==> config.mk <==
export PLATFORM = sky130hd
export DESIGN_NAME = parity_serial_rx
export DESIGN_NICKNAME = d
export VERILOG_FILES = /design/src/rtl/parity_rx_pkg.sv /design/src/rtl/bit_timer.sv /design/src/rtl/parity_serial_rx.sv
export SDC_FILE = /design/constraint.sdc
export NUM_CORES = 1
export LEC_CHECK = 0
export CAP_MARGIN = 20
export CORE_ASPECT_RATIO = 0.75
export CORE_UTILIZATION = 45
export DETAILED_ROUTE_END_ITERATION = 8
export DONT_BUFFER_PORTS = 1
export PLACE_DENSITY = 0.68
export SLEW_MARGIN = 30
export SYNTH_ARGS = -nofsm -noshare
export SYNTH_HDL_FRONTEND = slang
export SYNTH_HIERARCHICAL = 1
export SYNTH_SLANG_ARGS = --single-unit
==> constraint.sdc <==
create_clock -name clk -period 2.04 [get_ports clk]
set_input_delay 0.306 -clock clk [delete_from_list [all_inputs] [get_ports clk]]
set_output_delay 0.306 -clock clk [all_outputs]
set_load 0.02 [all_outputs]
==> src/rtl/parity_rx_pkg.sv <==
// Shared types and helpers for the XOR-parity serial receiver.
// Holds the FSM state enum, default geometry and the parity helper.
package parity_rx_pkg;

  typedef enum logic [2:0] {
    IDLE,
    START,
    DATA,
    PARITY,
    STOP
  } rx_state_t;

  localparam int DEF_CLKS_PER_BIT = 16;
  localparam int DEF_DATA_BITS    = 8;
  localparam int MAX_DATA_BITS    = 9;
  localparam int DEF_TMR_W        = $clog2(DEF_CLKS_PER_BIT);
  localparam int DEF_CNT_W        = $clog2(DEF_DATA_BITS + 1);

  // Zero-extension to MAX_DATA_BITS leaves the XOR unchanged.
  function automatic logic even_parity(
    input logic [MAX_DATA_BITS-1:0] vec
  );
    return ^vec;
  endfunction

endpackage

==> src/rtl/bit_timer.sv <==
// Bit-period timer: half_tick at CLKS_PER_BIT/2, full_tick at CLKS_PER_BIT.
// Ports: i_clk, i_rst_n (sync, low), i_clr, i_en, o_half_tick, o_full_tick.
module bit_timer
  import parity_rx_pkg::*;
#(
  parameter int CLKS_PER_BIT = DEF_CLKS_PER_BIT,
  parameter int TMR_W        = $clog2(CLKS_PER_BIT)
) (
  input  logic i_clk,
  input  logic i_rst_n,
  input  logic i_clr,
  input  logic i_en,
  output logic o_half_tick,
  output logic o_full_tick
);

  logic [TMR_W-1:0] r_cnt;
  logic             w_half;
  logic             w_full;

  assign w_half = i_en &&
    (r_cnt == TMR_W'(CLKS_PER_BIT/2 - 1));
  assign w_full = i_en &&
    (r_cnt == TMR_W'(CLKS_PER_BIT - 1));

  assign o_half_tick = w_half;
  assign o_full_tick = w_full;

  always_ff @(posedge i_clk) begin
    if (!i_rst_n) begin
      r_cnt <= '0;
    end else if (i_clr) begin
      r_cnt <= '0;
    end else if (i_en) begin
      if (w_full) r_cnt <= '0;
      else        r_cnt <= r_cnt + TMR_W'(1);
    end
  end

endmodule

==> src/rtl/parity_serial_rx.sv <==
// XOR-parity serial receiver: start, DATA_BITS LSB-first, parity, stop.
// Ports: clk, rst_n (sync, low), rxd -> data_out, data_valid,
// parity_err, frame_err, busy. Define PARITY_ODD_EN for odd parity.
module parity_serial_rx
  import parity_rx_pkg::*;
#(
  parameter int CLKS_PER_BIT = DEF_CLKS_PER_BIT,
  parameter int DATA_BITS    = DEF_DATA_BITS
) (
  input  logic                 clk,
  input  logic                 rst_n,
  input  logic                 rxd,
  output logic [DATA_BITS-1:0] data_out,
  output logic                 data_valid,
  output logic                 parity_err,
  output logic                 frame_err,
  output logic                 busy
);

  localparam int CNT_W = $clog2(DATA_BITS + 1);

  rx_state_t              r_state;
  rx_state_t              w_next;
  logic [DATA_BITS-1:0]   r_shift;
  logic [CNT_W-1:0]       r_bit_cnt;
  logic                   r_pbit;
  logic [DATA_BITS-1:0]   r_data;
  logic                   r_valid;
  logic                   r_perr;
  logic                   r_ferr;

  logic                   w_half;
  logic                   w_full;
  logic                   w_clr;
  logic                   w_en;
  logic                   w_last;
  logic                   w_perr;
  logic [MAX_DATA_BITS-1:0] w_par_vec;

  // Timer restarts on the start edge and again at mid-start,
  // so every later full tick lands mid-bit.
  assign w_clr = (r_state == IDLE) ||
                 ((r_state == START) && w_half);
  assign w_en  = (r_state != IDLE);

  bit_timer #(
    .CLKS_PER_BIT (CLKS_PER_BIT)
  ) u_timer (
    .i_clk       (clk),
    .i_rst_n     (rst_n),
    .i_clr       (w_clr),
    .i_en        (w_en),
    .o_half_tick (w_half),
    .o_full_tick (w_full)
  );

  assign w_last = (r_bit_cnt == CNT_W'(DATA_BITS - 1));

  assign w_par_vec = MAX_DATA_BITS'(r_shift);

`ifdef PARITY_ODD_EN
  assign w_perr = ~(even_parity(w_par_vec) ^ r_pbit);
`else
  assign w_perr = even_parity(w_par_vec) ^ r_pbit;
`endif

  always_ff @(posedge clk) begin
    if (!rst_n) r_state <= IDLE;
    else        r_state <= w_next;
  end

  always_comb begin
    w_next = r_state;
    unique case (r_state)
      IDLE:
        if (!rxd) w_next = START;
      START:
        if (w_half) w_next = rxd ? IDLE : DATA;
      DATA:
        if (w_full && w_last) w_next = PARITY;
      PARITY:
        if (w_full) w_next = STOP;
      STOP:
        if (w_full) w_next = IDLE;
      default:
        w_next = IDLE;
    endcase
  end

  always_ff @(posedge clk) begin
    if (!rst_n) begin
      r_shift   <= '0;
      r_bit_cnt <= '0;
      r_pbit    <= 1'b0;
      r_data    <= '0;
      r_valid   <= 1'b0;
      r_perr    <= 1'b0;
      r_ferr    <= 1'b0;
    end else begin
      r_valid <= 1'b0;
      unique case (r_state)
        IDLE: begin
          if (!rxd) r_bit_cnt <= '0;
        end
        DATA: begin
          if (w_full) begin
            r_shift   <= {rxd, r_shift[DATA_BITS-1:1]};
            r_bit_cnt <= r_bit_cnt + CNT_W'(1);
          end
        end
        PARITY: begin
          if (w_full) r_pbit <= rxd;
        end
        STOP: begin
          // Errors are advisory: payload is delivered regardless.
          if (w_full) begin
            r_valid <= 1'b1;
            r_data  <= r_shift;
            r_perr  <= w_perr;
            r_ferr  <= ~rxd;
          end
        end
        default: ;
      endcase
    end
  end

  assign data_out   = r_data;
  assign data_valid = r_valid;
  assign parity_err = r_perr;
  assign frame_err  = r_ferr;
  assign busy       = (r_state != IDLE);

endmodule

==> impl_metrics.env <==
export IMPL_worstHoldStart="rxd"
export IMPL_syn2layout_area_growth_pct=10.3
export IMPL_cts_root_buf="clkbuf_8"
export IMPL_setup_viol=0
export IMPL_cp_startpoint="u_timer/r_cnt[0]$_SDFFE_PP0P_"
export IMPL_critical_path_required_ns=2.24
export IMPL_die_area_um2=3260
export IMPL_regArea_um2=622
export IMPL_stdcell_count=205
export IMPL_antenna_found_initial=0
export IMPL_cts_htree_levels=2
export IMPL_synth_edf_count=0
export IMPL_cts_clk_slew_worst_paths_ns=0.06
export IMPL_synth_top_family_by_area="simple AND/OR/NAND/NOR gates"
export IMPL_start_util_pct=49.8
export IMPL_drc=0
export IMPL_worstPathArrival_ns=2.05
export IMPL_num_rows=16
export IMPL_whs_ns=0.125
export IMPL_vias_per_cell=5.34
export IMPL_r2r_start="u_timer/r_cnt[0]$_SDFFE_PP0P_"
export IMPL_synthMuxAreaShare_pct=2.20
export IMPL_drtPass1Iterations=4
export IMPL_place_hpwl_um=1920
export IMPL_finalCritPeriodShare_pct=90.7
export IMPL_synthAdderAreaFrac_pct=1.83
export IMPL_drive_above_1_share_pct=11.8
export IMPL_max_cap_violations=0
export IMPL_slew_viol_final=0
export IMPL_synth_xor_xnor_area_share_pct=7.14
export IMPL_critical_path_class="reg2reg"
export IMPL_core_um2=2740
export IMPL_hold_viol=0
export IMPL_gp_congestion=0.796
export IMPL_vias=1094
export IMPL_wl_um=2660
export IMPL_synth_area_um2=1370
export IMPL_insertion_delay_ns=0.27
export IMPL_cts_buffers=5
export IMPL_end_kind="flop"
export IMPL_synthSimpleGateAreaFrac_pct=25.6
export IMPL_hp_class="in2reg"
export IMPL_peakVddDrop_v=0.000433
export IMPL_final_cell_mix="nand2_1, dfxtp_1, a21oi_1, nor2_1, buf_4"
export IMPL_dieHeight_um=49.7
export IMPL_slowest_delay_ns=0.41
export IMPL_grt_pass1_wl_um=4630
export IMPL_rsz0062_at_grt="false"
export IMPL_dieWidth_um=65.6
export IMPL_antenna_cells=0
export IMPL_status="finished, final reports clean"
export IMPL_yosysWarnings=6
export IMPL_syn_area_per_cell_um2=8.43
export IMPL_wl_per_cell_um=13.0
export IMPL_cellLeakagePower_uw=0.000553
export IMPL_finalCriticalPeriod_ns=1.85
export IMPL_grt_usage_pct=18.7
export IMPL_synth_cell_types=33
export IMPL_nFillCells=249
export IMPL_worstPathCellList="ha_1 -> and4_2 -> and4bb_1 -> buf_4 -> nand2_1 -> a21oi_1"
export IMPL_grt_max_degree=14
export IMPL_synth_compound_area_share_pct=13.8
export IMPL_final_common_cell="nand2_1"
export IMPL_dp_cells=197
export IMPL_start_kind="flop"
export IMPL_cts_buffer_depth=2
export IMPL_multi_input_area_um2=692
export IMPL_worstPathMaxFanout=9
export IMPL_async_flop_share_pct=0
export IMPL_tightest_slew_ns=0.413
export IMPL_io_pins=15
export IMPL_p_total_uw=1100
export IMPL_power_density_nw_per_um2=728
export IMPL_final_nets=173
export IMPL_fin_tns_setup_ns=0
export IMPL_yosysSeqAreaShare_pct=45.4
export IMPL_grt_ovfl_total=0
export IMPL_grt_pass1_vias=1058
export IMPL_maxSlewHeadroom_pct=72.4
export IMPL_cts_tree="built"
export IMPL_cts_sinks=31
export IMPL_synth_fp_nets=167
export IMPL_synth_seq_cells=31
export IMPL_portBuffers=0
export IMPL_timing_fmax_mhz=540
export IMPL_ant_nets=0
export IMPL_drt_iter0_drc=91
export IMPL_synth_flop_cell="dfxtp_1"
export IMPL_synthCells=162
export IMPL_fin_util_pct=55.0
export IMPL_slowest_stage="dfxtp_1"
export IMPL_skew_ns=0.00317
## report_power, final
part / switching [uW] / total, uW / internal [uW]
sequential: 2.37 / 610 / 608
combinational: 24.3 / 38.3 / 13.9
clock: 210 / 449 / 239
total: 237 / 1100 / 861
## metrics by stage
| stage | worst slack, ns | cell area, um^2 |
|---|---|---|
| final | 0.189 | 1510 |
| after global routing | 0.0112 | 1510 |
| after CTS | 0.160 | 1510 |
| after detailed placement | 0.171 | 1430 |
| after global placement | 0.252 | 1430 |
| after floorplan | 0.0356 | 1370 |
## Yosys cell counts (all sizes together), types with 2 or more instances
master	number	area share (%)
a21oi	21	7.7
xnor3	2	3.3
nand3	5	1.8
buf	5	2.0
nand2	43	12
inv	4	1.1
and4bb	2	1.8
a211oi	2	1.1
clkbuf	3	0.82
xnor2	2	1.3
mux2i	3	2.2
nor3	3	1.1
nor2	10	2.7
xor2	4	2.6
nand2b	4	1.8
a31oi	2	0.92
ha	2	1.8
dfxtp	31	45
nor3b	2	1.5
o21ai	2	0.73
## worst paths after layout
| path | endpoint | slack [ns] | cells past startpoint |
|---|---|---|---|
| setup / recovery | data_out[4]$_SDFFE_PN0P_ | 0.19 | 6 |
| hold / removal | frame_err$_SDFFE_PN0P_ | 0.12 | 1 |
| setup reg to reg | data_out[4]$_SDFFE_PN0P_ | 0.19 | 6 |
| hold reg to reg | r_shift[7]$_SDFFE_PN0P_ | 0.49 | 2 |
## routing by layer
layer  vias up  part of all wire (%)  GRT usage [%]
met5         -                     0              0
met3         7                   5.5           6.25
met2        24                    45           28.7
li1        558                     -              -
met4         0                   1.7           8.33
met1       505                    48           23.6
## state kept, by name (all words and copies together), names as in the netlist
name / flops
r_pbit: 1
data_valid: 1
r_shift: 8
data_out: 8
r_bit_cnt: 4
u_timer/r_cnt: 4
r_state: 3
frame_err: 1
parity_err: 1
## cells by family (layout without fill, tap and decap cells)
kind of cell / Yosys count / in the layout
AOI/OAI and AO/OA: 32 / 32
xor gates and xnor gates: 8 / 8
adders and majority gates: 2 / 2
buffers and inverters: 12 / 19
DFF: 31 / 31
muxes: 3 / 3
and+or+nand+nor: 74 / 74
## worst max-delay path: cells and delay by family, from the launching register on
family / cells / cell delay (ns)
adder cells (fa/ha/maj): 1 / 0.26
flip-flops: 1 / 0.41
AND/OR/NAND/NOR: 3 / 0.79
buffers and inverters: 1 / 0.20
AO/OA/AOI/OAI: 1 / 0.12
## what timing repair did
| action | 4_1_cts | 5_1_grt |
|---|---|---|
| endpoints found under the hold margin | 0 | 0 |
| gates resized for setup | 0 | 1 |
| hold buffers | 0 | 0 |
| endpoints found under the setup margin | 0 | 5 |
| buffers inserted | 0 | 0 |
## final cells by class
class	count	share of cell area (%)
inverter	4	0.996
sequential	31	41.2
clock buffer	7	5.06
clock inverter	1	0.332
tap	36	2.99
multi-input combinational	119	45.9
timing repair buffer	7	3.49
No activity file was read; power rests on OpenSTA's default activity.
